**src/rtl/data_mem_resp.sv**
```systemverilog
// Request/response data memory with a fixed access latency, byte/half/word
// access sizes, load sign/zero extension and misalignment/range error reporting.
module data_mem_resp #(
  parameter int unsigned DEPTH_WORDS = 64,
  parameter int unsigned WAIT_CYCLES = 2
) (
  input  logic        clk,
  input  logic        rst,
  input  logic        req_valid,
  output logic        req_ready,
  input  logic        req_we,
  input  logic [31:0] req_addr,
  input  logic [31:0] req_wdata,
  input  logic [1:0]  req_size,
  input  logic        req_unsigned,
  output logic        rsp_valid,
  input  logic        rsp_ready,
  output logic [31:0] rsp_rdata,
  output logic        rsp_err
);

  localparam int unsigned AW = $clog2(DEPTH_WORDS);
  localparam logic [1:0] SZ_B   = 2'b00;
  localparam logic [1:0] SZ_H   = 2'b01;
  localparam logic [1:0] SZ_W   = 2'b10;
  localparam logic [1:0] SZ_BAD = 2'b11;

  typedef enum logic [1:0] {IDLE, WAIT, ACCESS, RESP} state_t;

  state_t          state, state_next;
  logic [3:0]      cnt, cnt_next;
  logic            capture;
  logic            rsp_valid_next, rsp_err_next;
  logic [31:0]     rsp_rdata_next;

  logic            we_q, unsigned_q;
  logic [AW+1:0]   addr_q;
  logic [31:0]     wdata_q;
  logic [1:0]      size_q;

  logic [31:0]     mem [DEPTH_WORDS];

  logic            req_bad;
  logic [AW-1:0]   idx;
  logic [1:0]      lane;
  logic [31:0]     rd_word, rd_shift, load_data, wmask, wval;

  // Error classification is done on the live request so the accept edge can branch.
  always_comb begin
    req_bad = (req_size == SZ_BAD)
            | ((req_size == SZ_H) & req_addr[0])
            | ((req_size == SZ_W) & (req_addr[1:0] != 2'b00))
            | (req_addr[31:AW+2] != '0);
  end

  assign idx      = addr_q[AW+1:2];
  assign lane     = addr_q[1:0];
  assign rd_word  = mem[idx];
  assign rd_shift = rd_word >> {lane, 3'b000};

  // Load alignment and extension.
  always_comb begin
    case (size_q)
      SZ_B:    load_data = unsigned_q ? {24'b0, rd_shift[7:0]}
                                      : {{24{rd_shift[7]}}, rd_shift[7:0]};
      SZ_H:    load_data = unsigned_q ? {16'b0, rd_shift[15:0]}
                                      : {{16{rd_shift[15]}}, rd_shift[15:0]};
      default: load_data = rd_word;
    endcase
  end

  // Store lane mask and replicated write data.
  always_comb begin
    case (size_q)
      SZ_B: begin
        wmask = 32'h0000_00FF << {lane, 3'b000};
        wval  = {4{wdata_q[7:0]}};
      end
      SZ_H: begin
        wmask = addr_q[1] ? 32'hFFFF_0000 : 32'h0000_FFFF;
        wval  = {2{wdata_q[15:0]}};
      end
      default: begin
        wmask = 32'hFFFF_FFFF;
        wval  = wdata_q;
      end
    endcase
  end

  // Next-state and next-output logic.
  always_comb begin
    state_next     = state;
    cnt_next       = cnt;
    capture        = 1'b0;
    rsp_valid_next = rsp_valid;
    rsp_rdata_next = rsp_rdata;
    rsp_err_next   = rsp_err;
    case (state)
      IDLE: begin
        if (req_valid && req_ready) begin
          capture = 1'b1;
          if (req_bad) begin
            state_next     = RESP;
            rsp_valid_next = 1'b1;
            rsp_err_next   = 1'b1;
            rsp_rdata_next = '0;
          end else if (WAIT_CYCLES == 0) begin
            state_next = ACCESS;
          end else begin
            state_next = WAIT;
            cnt_next   = 4'(WAIT_CYCLES);
          end
        end
      end
      WAIT: begin
        if (cnt != 4'd0) cnt_next = cnt - 4'd1;
        if (cnt <= 4'd1) state_next = ACCESS;
      end
      ACCESS: begin
        state_next     = RESP;
        rsp_valid_next = 1'b1;
        rsp_err_next   = 1'b0;
        rsp_rdata_next = we_q ? 32'b0 : load_data;
      end
      RESP: begin
        if (rsp_ready) begin
          state_next     = IDLE;
          rsp_valid_next = 1'b0;
          rsp_rdata_next = '0;
          rsp_err_next   = 1'b0;
        end
      end
      default: state_next = IDLE;
    endcase
  end

  // Control, request capture and response registers.
  always_ff @(posedge clk) begin
    if (!rst) begin
      state      <= IDLE;
      cnt        <= '0;
      req_ready  <= 1'b1;
      rsp_valid  <= 1'b0;
      rsp_rdata  <= '0;
      rsp_err    <= 1'b0;
      we_q       <= 1'b0;
      unsigned_q <= 1'b0;
      addr_q     <= '0;
      wdata_q    <= '0;
      size_q     <= SZ_W;
    end else begin
      state     <= state_next;
      cnt       <= cnt_next;
      req_ready <= (state_next == IDLE);
      rsp_valid <= rsp_valid_next;
      rsp_rdata <= rsp_rdata_next;
      rsp_err   <= rsp_err_next;
      if (capture) begin
        we_q       <= req_we;
        unsigned_q <= req_unsigned;
        addr_q     <= req_addr[AW+1:0];
        wdata_q    <= req_wdata;
        size_q     <= req_size;
      end
    end
  end

  // Storage is not reset; a store commits only on a non-reset ACCESS edge.
  always_ff @(posedge clk) begin
    if (rst && (state == ACCESS) && we_q) begin
      mem[idx] <= (rd_word & ~wmask) | (wval & wmask);
    end
  end

endmodule

```
**config.mk**
```make
export PLATFORM = sky130hd
export DESIGN_NAME = data_mem_resp
export DESIGN_NICKNAME = d
export VERILOG_FILES = /design/src/rtl/data_mem_resp.sv
export SDC_FILE = /design/constraint.sdc
export NUM_CORES = 2
export LEC_CHECK = 0
export ABC_AREA = 1
export BUFFER_PORTS_ARGS = -buffer_cell sky130_fd_sc_hd__buf_2
export CAP_MARGIN = 20
export CELL_PAD_IN_SITES_DETAIL_PLACEMENT = 1
export CELL_PAD_IN_SITES_GLOBAL_PLACEMENT = 2
export CORE_MARGIN = 2
export CORE_UTILIZATION = 48
export DETAILED_ROUTE_END_ITERATION = 8
export PLACE_DENSITY_LB_ADDON = 0.1
export RECOVER_POWER = 25
export SLEW_MARGIN = 0
export SYNTH_ARGS = -nofsm -noshare
export SYNTH_HDL_FRONTEND = slang
export SYNTH_SLANG_ARGS = --single-unit
```
**constraint.sdc**
```tcl
create_clock -name clk -period 8.9 [get_ports clk]
set_clock_uncertainty 0.1 [all_clocks]
set_input_delay 0.89 -clock clk [delete_from_list [all_inputs] [get_ports clk]]
set_output_delay 0.89 -clock clk [all_outputs]
set_load 0.02 [all_outputs]
```
==> results.sh <==
export IMPL_power_density_nw_per_um2=336
export IMPL_critPathArrivalTime_ps=7130
export IMPL_period_needed_ps=6840
export IMPL_cp_top_family="buffers and inverters"
export IMPL_dpl_cell_area_sq_um=89200
export IMPL_crit_type="in2reg"
export IMPL_stdcell_area_sq_um=95800
export IMPL_die_area_sq_um=182000
export IMPL_crit_slowest_cell="clkbuf_1"
export IMPL_violations="capacitance limit, slew limit"
export IMPL_grt_overflow=0
export IMPL_synth_main_ff_cell="edfxtp_1"
export IMPL_yosysWarnings=0
export IMPL_power_frac_seq_pct=40.6
export IMPL_crit_end="mem[11][5]"
export IMPL_initial_utilization_pct=48.2
export IMPL_first_pass_iters=6
export IMPL_cts_htree_levels=4
export IMPL_ys_seq_area_share_pct=73.8
export IMPL_required_ps=9190
export IMPL_rsz0062_at_grt="false"
export IMPL_cts_resized=0
export IMPL_r2r_slack_ps=3040
export IMPL_post_route_drc_count=0
export IMPL_grt_antenna_before_repair=7
export IMPL_fill_cells=17900
export IMPL_p_sw_w=0.0123
export IMPL_drt_iter0_drc=6133
export IMPL_p_int_w=0.0200
export IMPL_cts_tree="done"
export IMPL_grt_max_degree=171
export IMPL_cp_start_kind="input port"
export IMPL_cts_sinks=2139
export IMPL_worstHoldPathType="in2reg"
export IMPL_setup_tns_ps=0
export IMPL_avgSynthCellArea_sq_um=12.2
export IMPL_synth_largest_area_cell="edfxtp_1"
export IMPL_finalHoldViolations=0
export IMPL_status="complete, but fails checks"
export IMPL_synth_most_common_cell="edfxtp_1"
export IMPL_numPortBuffers=106
export IMPL_synth_seq_cells=2139
export IMPL_dp_cells=9168
export IMPL_cts_buffers=218
export IMPL_grtUsageTotal_pct=31.6
export IMPL_endpoint_kind="register"
export IMPL_synth_top_area_share_pct=71.7
export IMPL_cp_common_cell="clkbuf_1"
export IMPL_dpl_hpwl_mm=159
export IMPL_vias=58800
export IMPL_cp_depth=7
export IMPL_ys_top_cells_by_count="edfxtp_1 (2,048), nand2_1 (1,110), nand3_1 (931)"
export IMPL_placementRows=155
export IMPL_fin_total_pwr_w=0.0322
export IMPL_die_h_um=427
export IMPL_synth_cell_type_count=38
export IMPL_synth_area_sq_um=85800
export IMPL_slew_headroom_pct=-125
export IMPL_syn_inst=7010
export IMPL_ios=107
export IMPL_worstPathCellList="clkbuf_1, inv_1, nor3_1, nand4_1, clkbuf_1, nor2_4, clkbuf_1"
export IMPL_synth_area_leaders="edfxtp_1 (72%), nand3_1 (5.4%), nand2_1 (4.9%)"
export IMPL_clk_latency_ps=900
export IMPL_clkPwrFrac_pct=27.9
export IMPL_grt_pass1_wl_mm=414
export IMPL_cts_root_buf="clkbuf_16"
export IMPL_finalSetupViolations=0
export IMPL_r2r_end="mem[11][5]"
export IMPL_cts_setup_buffers=0
export IMPL_cts_hold_buf=0
export IMPL_die_w_um=427
export IMPL_pwr_share_comb_pct=31.5
export IMPL_min_period_over_period_pct=76.9
export IMPL_wl_per_cell_um=30.2
export IMPL_worst_slew_pin_slew_ps=3370
export IMPL_p_leak_nw=32.2
export IMPL_synth_net_count=7084
export IMPL_max_cap_violations=47
export IMPL_viasPerCell=6.14
export IMPL_worstPathMaxFanout=46
export IMPL_clk_pin_slew_ps=60
export IMPL_stdcell_count=9581
export IMPL_synth_edff_count=2048
export IMPL_vdd_drop_max_mv=0.291
export IMPL_wl_mm=289
export IMPL_drtAntennaViolNets=0
export IMPL_grt_pass1_vias=59000
export IMPL_r2r_cells=8
export IMPL_final_max_slew_viol_count=1490
export IMPL_reg2reg_from="state[1]"
export IMPL_syn_to_final_growth_pct=11.7
export IMPL_gp_congestion=0.895
export IMPL_cp_startpoint="rst"
export IMPL_switching_share_pct=38.0
export IMPL_min_path_cells=3
export IMPL_drive_above_1_share_pct=8.24
export IMPL_final_nets=7109
export IMPL_ys_async_sr_fraction_pct=0
export IMPL_critical_path_buf_inv_count=4
export IMPL_slowest_delay_ps=2390
export IMPL_coreArea_sq_um=178000
export IMPL_clock_fmax_ghz=0.146
export IMPL_clock_path_buffers=3
-- per-stage QoR --
step | hold slack [ps] | setup WS (ps) | utilization, %
floorplan | 339 | 4370 | -
global placement | 351 | 3640 | 50.1
detailed placement | 356 | 3490 | 50.1
CTS | 122 | 3440 | 54.0
global route | 166 | 1900 | 53.8
finish | 166 | 2060 | 53.8
-- flip-flops by register name, summed over array words and instances, names as in the netlist, named ones only --
name,count
mem,2048
req_ready,1
we_q,1
addr_q,8
rsp_rdata,32
wdata_q,32
rsp_valid,1
size_q,2
state,2
cnt,4
rsp_err,1
unsigned_q,1
-- layer usage --
metal | part of all wire, % | track usage (%) | routed length (um)
met5 | 0 | 0 | 0
met3 | 7.0 | 5.70 | 20400
met2 | 47 | 50.3 | 135000
met1 | 42 | 42.7 | 120000
met4 | 4.6 | 13.6 | 13300
-- power by group through the flow --
stage / Combinational [W] / Sequential [W] / Clock (W)
after global routing: 0.0108 / 0.0131 / 0.00944
final: 0.0102 / 0.0131 / 0.00899
after detailed placement: 0.0100 / 0.0133 / 0
after CTS: 0.0101 / 0.0131 / 0.00907
after floorplan: 0.00537 / 0.0133 / 0
after global placement: 0.00985 / 0.0133 / 0
-- layout make-up --
type,instances,area (sq um),share of cell area (%)
clock inverters,128,1090,1.14
diodes,7,17.5,0.0183
clock buffers,276,5820,6.07
flip-flops and latches,2139,63300,66.1
multi-input cells,4308,20300,21.2
inverters,81,349,0.364
repair buffers,287,1910,1.99
well taps,2355,2950,3.08
-- placed cells by master (no fill, tap or decap), drive strengths merged, types with 2 or more instances in the layout --
| cell | instances |
|---|---|
| a211oi | 3 |
| a21oi | 130 |
| a31oi | 9 |
| and2 | 21 |
| buf | 199 |
| bufinv | 16 |
| clkbuf | 364 |
| clkinv | 107 |
| dfxtp | 91 |
| diode | 7 |
| edfxtp | 2048 |
| ha | 2 |
| inv | 86 |
| mux2 | 7 |
| nand2 | 1112 |
| nand3 | 931 |
| nand4 | 10 |
| nor2 | 897 |
| nor3 | 3 |
| nor4 | 6 |
| o211ai | 2 |
| o21ai | 811 |
| o22ai | 353 |
| or2 | 7 |
-- kinds of logic (layout without fill, tap and decap cells) --
logic type	Yosys count	count (layout)	share of synthesized area (%)
compound gates	1310	1310	8.19
xor+xnor	1	1	0.0102
fa+ha+maj	2	2	0.0292
buf+inv	563	772	3.27
flops	2139	2139	73.8
mux	7	7	0.0919
other cells	0	7	0
simple gates	2988	2988	14.6
-- worst min path at each step --
stage / from / end
after floorplan: wdata_q[10] / wdata_q[10]
after global placement: rsp_valid / rsp_valid
after detailed placement: rsp_rdata[31] / rsp_rdata[31]
after CTS: req_wdata[26] / wdata_q[26]
after global routing: req_wdata[3] / wdata_q[3]
final: req_wdata[26] / wdata_q[26]
-- worst reg2reg max path: stages, from the launching register on --
cell      delay, ps
dfxtp_1         390
inv_1           120
nor2_1          100
inv_1            80
nor3_1         1200
nand4_1         180
clkbuf_1        580
nor2_4          210
clkbuf_1       2390
(Power assumes the default switching activity.)
